`src/rtl/switch_input_fifo.sv`:
```
// switch_input_fifo
//   Synchronises and debounces a raw push-button (valid) and switch bus (in),
//   turns each debounced press into one captured sample and queues samples
//   in a small first-word-fall-through FIFO drained by the CPU.
//
// Parameters
//   DATA_W     : width of the switch bus and of each queued sample
//   DEPTH      : FIFO entries (power of two, >= 2)
//   DEB_CYCLES : consecutive mismatching cycles before the debounced level flips
//
// Ports
//   clk      in  : system clock, rising edge
//   rst      in  : asynchronous active-high reset
//   valid    in  : raw push-button (asynchronous)
//   in       in  : raw switch data (asynchronous)
//   rd_en    in  : pop one entry when non-empty
//   clr_ovf  in  : clear the sticky overflow flag
//   rd_data  out : head entry, 0 while empty
//   empty    out : no entries stored
//   full     out : DEPTH entries stored
//   count    out : number of stored entries
//   overflow out : sticky, a press was dropped on a full FIFO
module switch_input_fifo #(
  parameter int DATA_W     = 5,
  parameter int DEPTH      = 4,
  parameter int DEB_CYCLES = 4
) (
  input  logic                     clk,
  input  logic                     rst,
  input  logic                     valid,
  input  logic [DATA_W-1:0]        in,
  input  logic                     rd_en,
  input  logic                     clr_ovf,
  output logic [DATA_W-1:0]        rd_data,
  output logic                     empty,
  output logic                     full,
  output logic [$clog2(DEPTH):0]   count,
  output logic                     overflow
);

  localparam int PW = $clog2(DEPTH);
  localparam int CW = $clog2(DEB_CYCLES) + 1;
  localparam logic [CW-1:0] CNT_LAST   = CW'(DEB_CYCLES - 1);
  localparam logic [PW:0]   COUNT_FULL = (PW + 1)'(DEPTH);

  logic              v_s1, v_s2;
  logic [DATA_W-1:0] d_s1, d_s2;
  logic              deb, deb_q;
  logic [CW-1:0]     cnt;
  logic              push;

  logic [DATA_W-1:0] mem [DEPTH];
  logic [PW-1:0]     wptr, rptr;
  logic              do_push, do_pop;

  // Synchroniser, debouncer and edge-detect register.
  always_ff @(posedge clk or posedge rst) begin
    if (rst) begin
      v_s1  <= 1'b0;
      v_s2  <= 1'b0;
      d_s1  <= '0;
      d_s2  <= '0;
      deb   <= 1'b0;
      deb_q <= 1'b0;
      cnt   <= '0;
    end else begin
      v_s1  <= valid;
      v_s2  <= v_s1;
      d_s1  <= in;
      d_s2  <= d_s1;
      deb_q <= deb;
      if (v_s2 == deb) begin
        cnt <= '0;
      end else if (cnt == CNT_LAST) begin
        deb <= v_s2;
        cnt <= '0;
      end else begin
        cnt <= cnt + CW'(1);
      end
    end
  end

  assign push = deb & ~deb_q;

  assign empty = (count == '0);
  assign full  = (count == COUNT_FULL);

  // A push into a full FIFO is still accepted when a pop frees the head slot
  // on the same edge; wptr == rptr then, and the head is read out before the
  // overwrite lands.
  assign do_push = push & (~full | rd_en);
  assign do_pop  = rd_en & ~empty;

  always_ff @(posedge clk or posedge rst) begin
    if (rst) begin
      wptr     <= '0;
      rptr     <= '0;
      count    <= '0;
      overflow <= 1'b0;
    end else begin
      if (do_push) wptr <= wptr + PW'(1);
      if (do_pop)  rptr <= rptr + PW'(1);
      if (do_push && !do_pop) begin
        count <= count + (PW + 1)'(1);
      end else if (!do_push && do_pop) begin
        count <= count - (PW + 1)'(1);
      end
      // Set wins over clear.
      if (push && full && !rd_en) begin
        overflow <= 1'b1;
      end else if (clr_ovf) begin
        overflow <= 1'b0;
      end
    end
  end

  always_ff @(posedge clk) begin
    if (do_push) mem[wptr] <= d_s2;
  end

  assign rd_data = empty ? '0 : mem[rptr];

endmodule

```
`config.mk`:
```
export PLATFORM = sky130hd
export DESIGN_NAME = switch_input_fifo
export DESIGN_NICKNAME = d
export VERILOG_FILES = /design/src/rtl/switch_input_fifo.sv
export SDC_FILE = /design/constraint.sdc
export NUM_CORES = 1
export LEC_CHECK = 0
export CAP_MARGIN = 20
export CORE_UTILIZATION = 58
export DETAILED_ROUTE_END_ITERATION = 10
export PLACE_DENSITY = 0.86
export SLEW_MARGIN = 0
export SYNTH_ARGS = -nofsm -noshare
export SYNTH_HDL_FRONTEND = slang
export SYNTH_SLANG_ARGS = --single-unit
```
`constraint.sdc`:
```
create_clock -name clk -period 4.75 [get_ports clk]
set_input_delay 0.95 -clock clk [delete_from_list [all_inputs] [get_ports clk]]
set_output_delay 0.95 -clock clk [all_outputs]
set_load 0.01 [all_outputs]
```
---- Word-level counts from Yosys, hierarchy flattened ----
Memory sizes are Yosys's and may differ from the RTL's.
Cells that the tools add are included.
cells by class
  add/subtract/negate cells ............... 5
  bitwise logic cells ..................... 8
  eq/ne operators ......................... 3
  reductions and logical operators ........ 11
  muxes and demuxes ....................... 9
operators by type and width
  kind                   count
  $mux W3                4
  $add A3 B1 Y3 const B  2
  $mux W5                1
  $add A2 B1 Y2 const B  2
  $logic_and A1 B1 Y1    4
  $mux W1                4
  $not A1 Y1             4
  $reduce_bool A2 Y1     2
  $and A1 B1 Y1          3
  $eq A3 B2 Y1 const B   1
  $eq A3 B3 Y1 const B   1
  $logic_not A1 Y1       3
  $logic_not A3 Y1       1
  $sub A3 B1 Y3 const B  1
  $reduce_and A2 Y1      1
  $eq A1 B1 Y1           1
  $or A1 B1 Y1           1
storage, ports and cells
  input port bits ......................... 10
  bits in writable memories ............... 20
  register bits ........................... 25
  logic and storage cells ................. 48
  output and inout port bits .............. 11
  memories kept ........................... 1
memory list
  memory  depth  width  rd ports  clocked after memory_dff  wr ports  RTL line  text
  mem     4      5      1         0                         1         52        logic [DATA_W-1:0] mem [DEPTH];

---- Longest topological paths before layout ----
Gate-level depths: netlist (run 1).
  word-level depth ........................ 8
  gate-level depth with buffers ........... 9
  mapped depth without buffers ............ 8

---- Worst setup path before layout (run 1) ----
Ideal clock, no wire load.
  path type ............................... input-to-reg
  start ................................... input rd_en
  end ..................................... register count[2]
  path slack .............................. 2,499 ps
  arrival ................................. 2,171 ps
  path buffers ............................ 0
  setup time .............................. 79 ps
  stages on the path ...................... 8
  data required time ...................... 4,671 ps
  path through ............................ inv_1 a21oi_4 ha_1 inv_1 fa_1 xor2_1 nor2_1 xor2_1
between the ends
  longest elaborated chain between the ends .. 5
  elaborated cells on any way between the ends .. 9
  classes of those cells .................. 1 x mux; 3 x bitwise; 5 x reduce/logical
ends and longest elaborated chain
  what                                 RTL line  text
  start, declared                      32        input logic rd_en,
  $or A1 B1 Y1 *                       91        assign do_push = push & (~full | rd_en);
  $and A1 B1 Y1 *                      91
  named net do_push                    54        logic do_push, do_pop;
  $logic_not A1 Y1                     105       end else if (!do_push && do_pop) begin
  $logic_and A1 B1 Y1                  105
  $reduce_bool A2 Y1 (no source line)  -
  end signal, assigned                 104       count <= count + (PW + 1)'(1);
  end signal, assigned                 106       count <= count - (PW + 1)'(1);
  end, declared                        37        output logic [$clog2(DEPTH):0] count,
Mark *: on every way through the listed nets, which the timed path passes. The rest lies on a longest branch.
A chain may end at the register's enable or synchronous reset.

---- Worst setup path after layout (run 1) ----
  start ................................... register rptr[0]
  end ..................................... output rd_data[2]
between the ends
  longest elaborated chain between the ends .. 2
ends and longest elaborated chain
  what                    RTL line  text
  start, declared         53        logic [PW-1:0] wptr, rptr;
  start signal, assigned  102       if (do_pop) rptr <= rptr + PW'(1);
  $mem_v2 Z4 W5           -
  $mux W5                 121       assign rd_data = empty ? '0 : mem[rptr];
  end, declared           34        output logic [DATA_W-1:0] rd_data,
Every way passes these cells.

==> impl_metrics.csv, run 1 <==
group,metric,value,unit
power,power_frac_seq,45.9,%
yosys,syn_area,1735,µm²
cts,hold_buffers,0,
power,vdd_drop_max,0.3145,mV
routing,met3_length,122,µm
timing,fin_skew,11.03,ps
yosys,ys_ff_latch,45,
cts,clkLatencyLatePin,340,ps
critical_path,critPathCaptureType,"output pin",
timing,slew_violations,0,
yosys,netlist_top_cells_count,"25 x dfrtp_1, 20 x edfxtp_1, 9 x and2_1",
global_route,grt_pass1_vias,949,
finish,fin_area,2039,µm²
yosys,synth_edf_count,20,
cts,root_buffer,"clkbuf_4",
cts,postCtsSetupBuffers,0,
yosys,synth_nets,116,
routing,drt-total-wl,2.600,mm
die,dieHeight,56.70,µm
routing,num_vias,854,
global_route,grt_pass1_wl,4.436,mm
die,rows,19,
yosys,yosysSeqAreaShare,70.66,%
critical_path,slowest_stage,"dfrtp_1",
yosys,synth_ff_type,"dfrtp_1",
power,netSwitchingFraction,29.86,%
global_route,grt_remaining_overflow,0,
cts,post_cts_resize_count,0,
cts,cts_sinks,45,
critical_path,cp_num_buf_inv,1,
routing,antenna_left,0,
routing,wl_per_cell,16.77,µm
finish,drive_gt1_share,14.52,%
cts,cts_buffer_depth,2,
yosys,synthArstFlopShare,55.56,%
critical_path,path_max_fanout,7,
placement,place.detailed.hpwl,1.806,mm
routing,dr_wl_met2,1.389,mm
power,powerDensity,611.0,nW/µm²
critical_path,rr_startpoint,"count[1]",
global_route,grt_antenna_before_repair,0,
timing,worstMarginPinSlew,937.9,ps
critical_path,criticalPathCategory,"flip-flop to output pin",
timing,relSlewSlack,37.41,%
timing,layout_min_cycle_time,3136,ps
timing,rsz0062_at_grt,"no",
die,initial_core_util,61.86,%
routing,wl_met1,1.042,mm
critical_path,arrival,2190,ps
timing,timing.fmax,318.8,MHz
yosys,synth_top_cell_by_area,"dfrtp_1",
placement,io_buffers,20,
power,power_frac_comb,35.2,%
yosys,yosysTopAreaCellShare,36.05,%
critical_path,critPathTopFamily,"flip-flops",
routing,drtIter0Drc,22,
global_route,grt.total_usage,19.63,%
cts,numCtsBuffers,5,
power,switchingPower,372.0,µW
yosys,syn-mean-instance-area,17.53,µm²
finish,n_antenna_cell,0,
routing,viasPerCell,5.510,
cts,cts_tree,"yes",
yosys,yosysWarningCount,0,
routing,drc,7,
finish,area_delta_synth_final,17.52,%
yosys,synth_most_common_cell,"dfrtp_1",
global_route,grt_max_degree,26,
critical_path,cp-start-kind,"flip-flop",
placement,placed_area,1954,µm²
timing,setup_violations,0,
yosys,synthCells,99,
die,io_pins,21,
finish,layout.nets,140,
cts,cts-htree-levels,2,
critical_path,cp_cell_sequence,"mux4_2 > and2_1 > clkdlybuf4s50_1",
yosys,ys_types,25,
cts,path_clk_slew,120,ps
die,core,2805,µm²
routing,routed.top_layer,"met4",
timing,hold_viol,0,
placement,place_congestion,0.6967,
power,p_int,874.1,µW
timing,setup_tns,0,ps
power,pwr-share-clk,18.9,%
critical_path,crit_start,"rptr[0]",
critical_path,cp_slowest_stage_delay,620,ps
die,die_w,56.70,µm
timing,fin_crit_sh,66.03,%
die,die_area,3215,µm²
yosys,ys_top_cells_by_area,"dfrtp_1 36%, edfxtp_1 35%, mux4_2 6.5%",
routing,dr.pass1.iters,7,
worst_hold_path,worstHoldStart,"v_s1",
power,leakagePower,0.8207,nW
outcome,violations,"DRC",
worst_hold_path,holdCritPathClass,"flip-flop to flip-flop",
outcome,status,"finished with violations",
job,drv_cap,0,
critical_path,worstPathRequired,3800,ps
-- cell type report --
class | count | area (µm²)
Fill cell | 178 | 765.7
Clock inverter | 1 | 30.03
Multi-Input combinational cell | 44 | 462.9
Tap cell | 31 | 38.79
Inverter | 7 | 26.28
Timing Repair Buffer | 20 | 200.2
Sequential cell | 45 | 1226
Clock buffer | 7 | 55.05
-- cell usage in the layout, fill, tap and decap left out, drive strengths merged --
cell type / instances
dfrtp: 25
clkdlybuf4s50: 20
edfxtp: 20
and2: 9
inv: 7
clkbuf: 7
ha: 6
mux4: 5
xnor2: 5
mux2: 3
nor2: 2
xor2: 2
nor2b: 2
nor3b: 2
nand2b: 1
a22o: 1
a21oi: 1
or3: 1
nand2: 1
nor3: 1
nand3: 1
fa: 1
bufinv: 1
-- final timing paths --
kind                         endpoint  slack (ps)  cells after the start
max in group asynchronous     d_s1[3]        3060                      2
setup reg to reg             count[2]        2520                      8
setup / recovery           rd_data[2]        1610                      3
hold / removal                   v_s2         360                      0
hold reg to reg                  v_s2         360                      0
min in group asynchronous         deb        1100                      2
-- power groups by stage --
stage / Clock, mW / Combinational (mW) / Sequential (mW)
after floorplan: 0 / 0.300 / 0.550
after global placement: 0 / 0.416 / 0.574
after detailed placement: 0 / 0.437 / 0.581
after CTS: 0.241 / 0.444 / 0.572
after global routing: 0.255 / 0.480 / 0.583
final: 0.235 / 0.439 / 0.572
-- kinds of logic (layout without fill, tap and decap cells) --
| kind of cell | count (synthesis) | after routing | share of synthesized area (%) |
|---|---|---|---|
| buffers and inverters | 10 | 35 | 2.667 |
| AO/OA/AOI/OAI | 2 | 2 | 1.442 |
| XOR/XNOR | 7 | 7 | 3.533 |
| adder cells (fa/ha/maj) | 7 | 7 | 5.479 |
| AND/OR/NAND/NOR | 20 | 20 | 7.571 |
| flip-flops | 45 | 45 | 70.66 |
| multiplexers | 8 | 8 | 8.652 |
-- registers in the layout, summed over array words and instances (netlist names) --
signal	cells
mem	20
d_s1	5
d_s2	5
cnt	3
count	3
rptr	2
wptr	2
deb	1
deb_q	1
overflow	1
v_s1	1
v_s2	1
-- metal layers --
metal / global-route usage, % / up-vias
met4: 10.00 / 0
met1: 22.04 / 432
li1: - / 387
met3: 5.760 / 7
met5: 0 / -
met2: 33.84 / 28
-- metrics by stage --
stage	instances	utilization, %	hold WS (ps)	power [mW]	worst slack, ps
3_3_place_gp	147	69.67	332.1	0.9898	1873
2_1_floorplan	99	-	331.2	0.8503	2499
5_1_grt	155	72.70	367.1	1.318	1506
6_report	155	72.70	360.9	1.246	1614
3_5_place_dp	147	69.67	336.3	1.018	1815
4_1_cts	155	72.70	362.8	1.257	1593
-- worst register-to-register path, cell delays in order (launching register included) --
cell and delay (ps):
dfrtp_1 480, or3_1 520, nand2_2 150, ha_1 180, inv_1 60, fa_1 370
xor2_1 150, nor2_1 110, xor2_1 150
Note: power is estimated with default switching activity, not from simulation.
==> run 2, diff against run 1 <==
--- a/config.mk
+++ b/config.mk
@@ -6,9 +6,9 @@
 export NUM_CORES = 1
 export LEC_CHECK = 0
 export CAP_MARGIN = 20
-export CORE_UTILIZATION = 58
+export CORE_UTILIZATION = 48
 export DETAILED_ROUTE_END_ITERATION = 10
-export PLACE_DENSITY = 0.86
+export PLACE_DENSITY = 0.76
 export SLEW_MARGIN = 0
 export SYNTH_ARGS = -nofsm -noshare
 export SYNTH_HDL_FRONTEND = slang
==> constraint.sdc (replaced) <==
create_clock -name clk -period 2.57 [get_ports clk]
set_input_delay 0.514 -clock clk [delete_from_list [all_inputs] [get_ports clk]]
set_output_delay 0.514 -clock clk [all_outputs]
set_load 0.01 [all_outputs]
==> run 2 against run 1 <==
Compared with the run above:
- hold slack got worse by 2.0 ps
- sequential power rose by 84%
- combinational power rose by 90%
- the run now ends clean
- die area rose by 20%
- cell count rose by 12%
- clock skew barely moved
==> impl_metrics.csv, run 2 (synthesis results as in run 1) <==
group,metric,value,unit
outcome,status,"finished clean",
critical_path,criticalPathCategory,"flip-flop to output pin",
timing,worstMarginPinSlew,314.8,ps
routing,drtIter0Drc,11,
cts,cts_buffer_depth,2,
cts,root_buffer,"clkbuf_4",
global_route,grt_pass1_wl,4.436,mm
critical_path,cp-start-kind,"flip-flop",
die,die_w,62.13,µm
routing,antenna_left,0,
timing,timing.fmax,405.3,MHz
power,powerDensity,1075,nW/µm²
die,rows,21,
timing,setup_violations,0,
finish,area_delta_synth_final,19.25,%
finish,largest_register,"mem",
die,dieHeight,62.13,µm
finish,largest_reg_flops,20,
routing,wl_met1,1.085,mm
routing,dr.pass1.iters,4,
critical_path,critPathCaptureType,"output pin",
critical_path,slowest_stage,"mux4_2",
placement,io_buffers,20,
finish,n_antenna_cell,0,
timing,rsz0062_at_grt,"no",
cts,cts_sinks,45,
placement,placed_area,1988,µm²
critical_path,worstPathRequired,2060,ps
timing,fin_skew,10.60,ps
placement,dp_cells,164,
finish,fin_area,2069,µm²
timing,hold_viol,0,
timing,relSlewSlack,79.01,%
critical_path,cp_cell_sequence,"mux4_2 > and2_1 > clkdlybuf4s50_1",
placement,place.detailed.hpwl,1.842,mm
routing,routed.top_layer,"met4",
placement,place_congestion,0.7315,
routing,drc,0,
cts,clkLatencyLatePin,350,ps
finish,instances_no_fill,174,
routing,wl_per_cell,15.14,µm
routing,num_vias,855,
global_route,grt_max_degree,26,
global_route,grt.total_usage,15.98,%
routing,drt-total-wl,2.634,mm
worst_hold_path,min_path_cells,0,
critical_path,arrival,1950,ps
critical_path,path_max_fanout,5,
finish,layout_common_cells,"24 x dfrtp_1, 20 x edfxtp_1, 18 x clkdlybuf4s50_1, 9 x and2_1, 7 x inv_1",
timing,slew_violations,0,
timing,layout_min_cycle_time,2468,ps
die,initial_core_util,51.20,%
global_route,grt_pass1_vias,869,
cts,numCtsBuffers,5,
timing,fin_crit_sh,96.01,%
timing,setup_tns,0,ps
power,vdd_drop_max,0.3801,mV
cts,cts_tree,"yes",
die,core,3390,µm²
cts,path_clk_slew,120,ps
finish,postLayoutCoreUtil,61.06,%
worst_hold_path,holdCritPathClass,"flip-flop to flip-flop",
cts,cts-htree-levels,2,
global_route,grt_antenna_before_repair,0,
critical_path,cp_slowest_stage_delay,510,ps
finish,reg_top3,"mem (20), d_s1 (5), d_s2 (5)",
critical_path,r2r_cells,8,
finish,final_common_cell,"dfrtp_1",
power,leakagePower,0.8400,nW
die,die_area,3860,µm²
finish,drive_gt1_share,17.97,%
global_route,grt_remaining_overflow,0,
routing,viasPerCell,4.914,
routing,met3_length,96,µm
job,drv_cap,0,
routing,dr_wl_met2,1.440,mm
finish,layout.nets,144,
cts,hold_buffers,0,
die,io_pins,21,
## run 2: per-layer routing
metal  up-vias  GRT usage (%)
met4         0          6.977
met5         -              0
met3         2          5.515
met2        18          27.75
met1       435          17.71
li1        400              -
## run 2: worst max-delay path, delay by kind of cell, from the launching register on
kind / cells / cell delay, ps
multiplexers: 1 / 510
flip-flops: 1 / 460
buffers and inverters: 1 / 460
AND/OR/NAND/NOR: 1 / 160
## run 2: what timing repair did
item / CTS / global route
buffers inserted: 1 / 1
resized for setup: 2 / 2
setup endpoints to repair: 5 / 5
## run 2: metrics by stage
step / setup WS (ps) / hold slack [ps] / power (mW)
after floorplan: 493.7 / 331.2 / 1.571
after global placement: 237.3 / 333.4 / 1.840
after detailed placement: 137.4 / 334.7 / 1.893
after CTS: 0.8358 / 360.8 / 2.235
after global routing: 10.52 / 369.6 / 2.382
final: 102.5 / 358.9 / 2.225
## run 2: worst paths after layout
| check | from | to | slack [ps] |
|---|---|---|---|
| max | rptr[0] | rd_data[4] | 100 |
| min | v_s1 | v_s2 | 360 |
| max reg2reg | count[1] | count[2] | 400 |
| min reg2reg | v_s1 | v_s2 | 360 |
| max in group asynchronous | rst | rptr[0] | 1820 |
| min in group asynchronous | rst | count[1] | 500 |
## run 2: final cells by class
class	instances	area (µm²)
fill	247	1320
multi-input combinational	44	467.9
tap	46	57.56
timing repair buffer	24	231.5
inverter	7	26.28
sequential	45	1227
clock buffer	8	58.81
## run 2: where the power goes
group | total (mW) | leakage [nW] | internal (mW) | switching, mW
clock | 0.340 | 0.0326 | 0.135 | 0.204
combinational | 0.833 | 0.328 | 0.494 | 0.339
sequential | 1.05 | 0.480 | 0.913 | 0.139
